===== config.mk =====
export PLATFORM = sky130hd
export DESIGN_NAME = spi_slave_regs
export DESIGN_NICKNAME = d
export VERILOG_FILES = /design/src/rtl/spi_slave_regs.sv
export SDC_FILE = /design/constraint.sdc
export NUM_CORES = 1
export LEC_CHECK = 0
export CAP_MARGIN = 10
export CORE_MARGIN = 4
export CORE_UTILIZATION = 34
export DETAILED_ROUTE_END_ITERATION = 16
export DONT_BUFFER_PORTS = 1
export SYNTH_ARGS = -nofsm -noshare
export SYNTH_HDL_FRONTEND = slang
export SYNTH_SLANG_ARGS = --single-unit

===== constraint.sdc =====
create_clock -name sysclk -period 1.8 [get_ports sysclk]
set_input_delay 0.45 -clock sysclk [delete_from_list [all_inputs] [get_ports sysclk]]
set_output_delay 0.45 -clock sysclk [all_outputs]
set_load 0.1 [all_outputs]

===== src/rtl/spi_slave_regs.sv =====
`timescale 1ns/1ps
// SPI mode-0 slave with a small 8-bit register file, fully clocked on sysclk.
// Frames are {cmd, addr, payload}, MSB first; sclk/cs/mosi are oversampled.
module spi_slave_regs #(
    parameter logic [7:0] CMD_WRITE = 8'h80,
    parameter logic [7:0] CMD_READ  = 8'h40,
    parameter int         REG_COUNT = 4
) (
    input  logic                   sysclk,
    input  logic                   rst_n,
    input  logic                   cs,
    input  logic                   sclk,
    input  logic                   mosi,
    output logic                   miso,
    output logic [8*REG_COUNT-1:0] o_regs,
    output logic                   o_wr_strobe,
    output logic [7:0]             o_wr_addr,
    output logic                   o_frame_err
);

    localparam logic [8:0] REG_LIM = 9'(REG_COUNT);

    typedef enum logic [2:0] {
        IDLE,
        CMD,
        ADDR,
        PAYLOAD,
        DONE
    } state_t;

    state_t      state, state_nxt;

    logic        cs_p0, cs_p1, cs_p2;
    logic        sclk_p0, sclk_p1, sclk_p2;
    logic        mosi_p0, mosi_p1;
    logic        cs_fall, cs_rise, sclk_rise, sclk_fall, bit_vld;

    logic [4:0]  bit_cnt;
    logic [7:0]  shift_reg, shift_nxt;
    logic [7:0]  cmd_byte, addr_byte;
    logic [7:0]  regs [REG_COUNT];
    logic [7:0]  rd_data, rd_shift;
    logic        rd_act, miso_bit;

    logic        sample, frame_start, latch_cmd, latch_addr;
    logic        load_rd, commit, frame_err_nxt;

    function automatic logic addr_ok(input logic [7:0] a);
        return ({1'b0, a} < REG_LIM);
    endfunction

    // Stage p0/p1: two-flop synchronizers; p2 holds the previous value for edge detect.
    // cs resets to "asserted" so a frame already in progress at reset release
    // never produces a falling edge and is ignored until cs cycles high.
    always_ff @(posedge sysclk or negedge rst_n) begin
        if (!rst_n) begin
            cs_p0   <= 1'b0;
            cs_p1   <= 1'b0;
            cs_p2   <= 1'b0;
            sclk_p0 <= 1'b0;
            sclk_p1 <= 1'b0;
            sclk_p2 <= 1'b0;
            mosi_p0 <= 1'b0;
            mosi_p1 <= 1'b0;
        end else begin
            cs_p0   <= cs;
            cs_p1   <= cs_p0;
            cs_p2   <= cs_p1;
            sclk_p0 <= sclk;
            sclk_p1 <= sclk_p0;
            sclk_p2 <= sclk_p1;
            mosi_p0 <= mosi;
            mosi_p1 <= mosi_p0;
        end
    end

    assign cs_fall   = ~cs_p1 & cs_p2;
    assign cs_rise   = cs_p1 & ~cs_p2;
    assign sclk_rise = sclk_p1 & ~sclk_p2;
    assign sclk_fall = ~sclk_p1 & sclk_p2;
    assign bit_vld   = sclk_rise & ~cs_p1;
    assign shift_nxt = {shift_reg[6:0], mosi_p1};

    always_ff @(posedge sysclk or negedge rst_n) begin
        if (!rst_n) begin
            state <= IDLE;
        end else begin
            state <= state_nxt;
        end
    end

    always_comb begin
        state_nxt     = state;
        sample        = 1'b0;
        frame_start   = 1'b0;
        latch_cmd     = 1'b0;
        latch_addr    = 1'b0;
        load_rd       = 1'b0;
        commit        = 1'b0;
        frame_err_nxt = 1'b0;
        case (state)
            IDLE: begin
                if (cs_fall) begin
                    state_nxt   = CMD;
                    frame_start = 1'b1;
                end
            end
            CMD: begin
                if (cs_rise) begin
                    state_nxt     = IDLE;
                    frame_err_nxt = 1'b1;
                end else if (bit_vld) begin
                    sample = 1'b1;
                    if (bit_cnt == 5'd7) begin
                        state_nxt = ADDR;
                        latch_cmd = 1'b1;
                    end
                end
            end
            ADDR: begin
                if (cs_rise) begin
                    state_nxt     = IDLE;
                    frame_err_nxt = 1'b1;
                end else if (bit_vld) begin
                    sample = 1'b1;
                    if (bit_cnt == 5'd15) begin
                        state_nxt  = PAYLOAD;
                        latch_addr = 1'b1;
                        load_rd    = (cmd_byte == CMD_READ) && addr_ok(shift_nxt);
                    end
                end
            end
            PAYLOAD: begin
                if (cs_rise) begin
                    state_nxt     = IDLE;
                    frame_err_nxt = 1'b1;
                end else if (bit_vld) begin
                    sample = 1'b1;
                    if (bit_cnt == 5'd23) begin
                        state_nxt = DONE;
                        if ((cmd_byte == CMD_WRITE) && addr_ok(addr_byte)) begin
                            commit = 1'b1;
                        end else if (!((cmd_byte == CMD_READ) && addr_ok(addr_byte))) begin
                            frame_err_nxt = 1'b1;
                        end
                    end
                end
            end
            DONE: begin
                // Overrun bits are simply not sampled here.
                if (cs_rise) begin
                    state_nxt = IDLE;
                end
            end
            default: state_nxt = IDLE;
        endcase
    end

    always_ff @(posedge sysclk or negedge rst_n) begin
        if (!rst_n) begin
            bit_cnt   <= '0;
            shift_reg <= '0;
            cmd_byte  <= '0;
            addr_byte <= '0;
        end else begin
            if (frame_start) begin
                bit_cnt   <= '0;
                shift_reg <= '0;
            end else if (sample) begin
                bit_cnt   <= bit_cnt + 5'd1;
                shift_reg <= shift_nxt;
            end
            if (latch_cmd) begin
                cmd_byte <= shift_nxt;
            end
            if (latch_addr) begin
                addr_byte <= shift_nxt;
            end
        end
    end

    always_comb begin
        rd_data = '0;
        for (int k = 0; k < REG_COUNT; k++) begin
            if (shift_nxt == 8'(k)) begin
                rd_data = regs[k];
            end
        end
    end

    // Read data leaves on synchronized sclk falling edges, so the master sees
    // bit 7 before its 17th rising edge.
    always_ff @(posedge sysclk or negedge rst_n) begin
        if (!rst_n) begin
            rd_shift <= '0;
            rd_act   <= 1'b0;
            miso_bit <= 1'b0;
        end else if (load_rd) begin
            rd_shift <= rd_data;
            rd_act   <= 1'b1;
        end else if (state != PAYLOAD) begin
            rd_shift <= '0;
            rd_act   <= 1'b0;
            miso_bit <= 1'b0;
        end else if (rd_act && sclk_fall) begin
            miso_bit <= rd_shift[7];
            rd_shift <= {rd_shift[6:0], 1'b0};
        end
    end

    // Gate with the raw cs so miso drops immediately when the master deselects.
    assign miso = miso_bit & ~cs;

    always_ff @(posedge sysclk or negedge rst_n) begin
        if (!rst_n) begin
            for (int k = 0; k < REG_COUNT; k++) begin
                regs[k] <= '0;
            end
            o_wr_strobe <= 1'b0;
            o_wr_addr   <= '0;
            o_frame_err <= 1'b0;
        end else begin
            for (int k = 0; k < REG_COUNT; k++) begin
                if (commit && (addr_byte == 8'(k))) begin
                    regs[k] <= shift_nxt;
                end
            end
            o_wr_strobe <= commit;
            if (commit) begin
                o_wr_addr <= addr_byte;
            end
            o_frame_err <= frame_err_nxt;
        end
    end

    for (genvar g = 0; g < REG_COUNT; g++) begin : g_flat
        assign o_regs[8*g +: 8] = regs[g];
    end

endmodule

==> results.md <==
* Status: complete, but fails checks
* Failing checks: hold timing, setup timing
* Number of fill cells at approximately 1,100
* Post-synth ARST share at 100%
* Arrival time worst endpoint at ~2200 ps
* Die ar. at about 14,000 sq um
* Cells after Synth at 354
* Ports at 48
* Nets at around 440
* Post-synth cell types at 54
* Setup violations, final at between 40 and 50
* Clk network pwr share at ~40%
* Vias per cell at ~5.2
* Max Slew Vio Count at 0
* Total global routing overflow at 0
* Clk_skew at around 10 ps
* Hold_ws at -196 ps
* Initial DRC count at about 120
* Final min period at about 1900 ps
* Startpoint types: register
* CP endpoint kind: register
* FF-to-FF End: o_regs[14]$_DFFE_PN0P_
* Later-pin clock latency in the skew report at roughly 350 ps
* Setup tns final at -3660 ps
* CP top delay family: simple AND/OR/NAND/NOR gates
* Lkg Pwr at between 2 and 3 nW
* H-tree levels at 3
* Rows at 40
* Max Cap Violations at 0
* Hold Crit Class: in2async
* Switching Fraction at between 20% and 30%
* Max FO, Critical Path at 8
* Worst R2R Setup Slack at -120 ps
* RSZ-0062 raised after global routing: true
* Critical Path Max Stage Delay at approximately 360 ps
* CTS Buf Count at 9
* # DRC at 0
* Number of flops mapped to enable cells by yosys at 0
* Crit path required time at between 2000 and 2500 ps
* GPL Wtd Cong at 0.860
* Register share of total power at a little over two fifths
* Reg2reg start: bit_cnt[0]$_DFFE_PN0P_
* Die width at 119 microns
* Clock sinks at between 90 and 100
* Ant. Diodes at 0
* CTS tree: built
* Rel. slew slack at around 73%
* Fmax achieved at 0.520 GHz
* Top FF cell, synth: dfrtp_1
* All-Layer GR Usage at between 10% and 20%
* Clock slew at reported path FFs at around 70 ps
* # placed instances at 564
* P&R area growth vs syn at 31.3%
* Vias in the first global route at approximately 3,200
* Max VDD drop at 0.724 mV
* Initial Utilization at a little over a third
* Core area at 12,000 sq um
* Avg Cell Area, Syn at 11.8 sq um
* Hpwl dp at between 7000 and 8000 microns
* Internal power at approximately 3.7 mW
* Initial antenna violation count at 0
* Clock root cell: clkbuf_16
* Sequential cell area at between 2000 and 2500 sq um
* Antenna-violating nets left at 0
* Post-synthesis sequential area ratio at 54.4%
* Final hold violation count at between 90 and 100
* Mapped Area at approximately 4200 sq um
* Vias at 3,056
* Max reg flops at 32
* Post-Syn Nets at about 360
* Post-route insts no fill at 586
* CP max stage cell: mux2_4
* Die height at between 100 and 150 microns
* First-pass GRT wire length at 17,200 microns
* Multi-input logic area at roughly 1900 sq um
* Net Sw Power at between 1 and 1.5 mW
* Final worst-path cycle share at 107%
* FF+latch count, synth at a little over 90
* Routed wire length at ~10,000 microns
* Clock Path Buffers at 2
* I/O Buffers at 0
* Gate power share at around 17%
* Layout cells sized above 1 at between 40% and 50%
* Synth warnings at 0
* Routed WL per cell at approximately 18 microns
* Pwr dens at 939 nW/um^2
* Setup ws final at -123 ps
* CP bufs+invs at 1
* DR pass1 iterations at 6
* Critical path class: reg2reg
* CP Cell Sequence: ha_2 > nand4b_1 > nor4bb_2 > buf_4 > nand4_4 > mux2_4
* Worst reg2reg path depth at 6
* Worst slew pin tran at just over 400 ps
* Largest net degree at the start of global routing at around 90
* Setup WS pre-CTS at -132 ps
[timing repair]
item,CTS,global route
setup buffers,4,3
hold endpoints to repair,91,91
cloned,1,0
setup endpoints to repair,66,70
resized for setup,19,20
pin swaps,5,12
[cell families after synthesis]
kind of cell               Yosys count  share of synthesized area, %
and+or+nand+nor                    107                          16.4
DFF                                 91                          54.4
muxes                               60                          15.9
AOI/OAI and AO/OA                   57                          8.19
buffers and inverters               33                          3.67
xor gates and xnor gates             4                         0.837
adders and majority gates            2                         0.597
[layout make-up]
cell class	instances	area share, %
Clock inverter	7	1.93
Sequential cell	91	41.4
Multi-Input combinational cell	230	34.6
Timing Repair Buffer	91	13.9
Inverter	11	0.751
Clock buffer	9	4.09
Tap cell	147	3.34
[metal layers]
layer	vias to the layer above	share of wire, %	track usage (%)
li1	1422	-	-
met1	1551	43	20.0
met2	69	49	24.5
met3	14	6.0	3.99
met4	0	1.8	5.72
met5	-	0	0
[synthesized netlist by cell type (2+ instances only)]
cell      count  area share [%]
nand4_1       3            0.45
nor3_1        5            0.60
nor3b_1       3            0.54
nand4_4       4             2.0
and2b_1       3            0.54
nor2b_1       3            0.45
mux2i_1       8             1.9
o221ai_1      2            0.42
xnor2_1       3            0.63
a31oi_1       6            0.90
nand2_1      23             2.1
o21ai_0      18             2.2
inv_1        11            0.99
buf_1         2            0.18
nor2_1       29             2.6
buf_6         3            0.81
and3_1        3            0.45
nand2b_1      7             1.0
nor3_4        2            0.78
buf_2         3            0.36
mux2_2       50              13
nor4_1        3            0.45
o211ai_1      6             1.1
dfrtp_1      91              54
ha_1          2            0.60
a21oi_1      16             1.9
nand3_1       4            0.48
clkbuf_1     13             1.2
a211oi_1      2            0.36
mux2_1        2            0.54
[worst register-to-register path, cell delays in order, from the launching register on]
cell and delay (ps):
dfrtp_1 350, ha_2 210, nand4b_1 150, nor4bb_2 290, buf_4 220, nand4_4 230
mux2_4 360
[worst max path at each step]
| stage | slack (ps) | depth (start not counted) | start | endpoint |
|---|---|---|---|---|
| after floorplan | -140 | 5 | state[2]$_DFFE_PN0P_ | addr_byte[1]$_DFFE_PN0P_ |
| after global placement | -90 | 5 | cmd_byte[1]$_DFFE_PN0P_ | o_regs[8]$_DFFE_PN0P_ |
| after detailed placement | -130 | 6 | cmd_byte[1]$_DFFE_PN0P_ | o_wr_addr[2]$_DFFE_PN0P_ |
| after CTS | -120 | 5 | cmd_byte[1]$_DFFE_PN0P_ | o_regs[12]$_DFFE_PN0P_ |
| after global routing | -220 | 6 | bit_cnt[0]$_DFFE_PN0P_ | o_regs[12]$_DFFE_PN0P_ |
| final | -120 | 6 | bit_cnt[0]$_DFFE_PN0P_ | o_regs[14]$_DFFE_PN0P_ |
[placed cells by master (no fill, tap or decap), drive strengths merged, types with 2 or more instances in the layout]
cell type,synthesis,final
and3,3,3
clkbuf,13,9
nand3,4,4
nand2,23,23
bufinv,0,2
a211oi,2,2
nand4,7,7
nor2b,3,3
ha,2,2
o221ai,2,2
o21ai,19,19
a31oi,6,6
mux2i,8,8
inv,11,14
xnor2,3,3
a21oi,16,16
nor4b,2,2
nor3b,4,4
o211ai,6,6
buf,9,91
nor2,29,29
clkinvlp,0,2
dfrtp,91,91
and2b,3,3
nor4,4,4
nor3,8,8
nand2b,7,7
mux2,52,52
[power by group through the flow]
stage	clock, mW	sequential [mW]	combinational, mW
global route	2.19	2.23	0.928
detailed placement	0	2.26	0.746
finish	2.08	2.23	0.860
global placement	0	2.26	0.730
floorplan	0	2.24	0.458
CTS	2.13	2.22	0.783
[stage by stage]
step / power (mW) / util [%] / instance area [sq um]
global placement: 2.99 / 41.5 / 4980
global route: 5.35 / 45.8 / 5500
CTS: 5.13 / 45.4 / 5450
detailed placement: 3.01 / 41.5 / 4980
finish: 5.16 / 45.8 / 5500
floorplan: 2.70 / - / 4190
(Power assumes the default switching activity.)
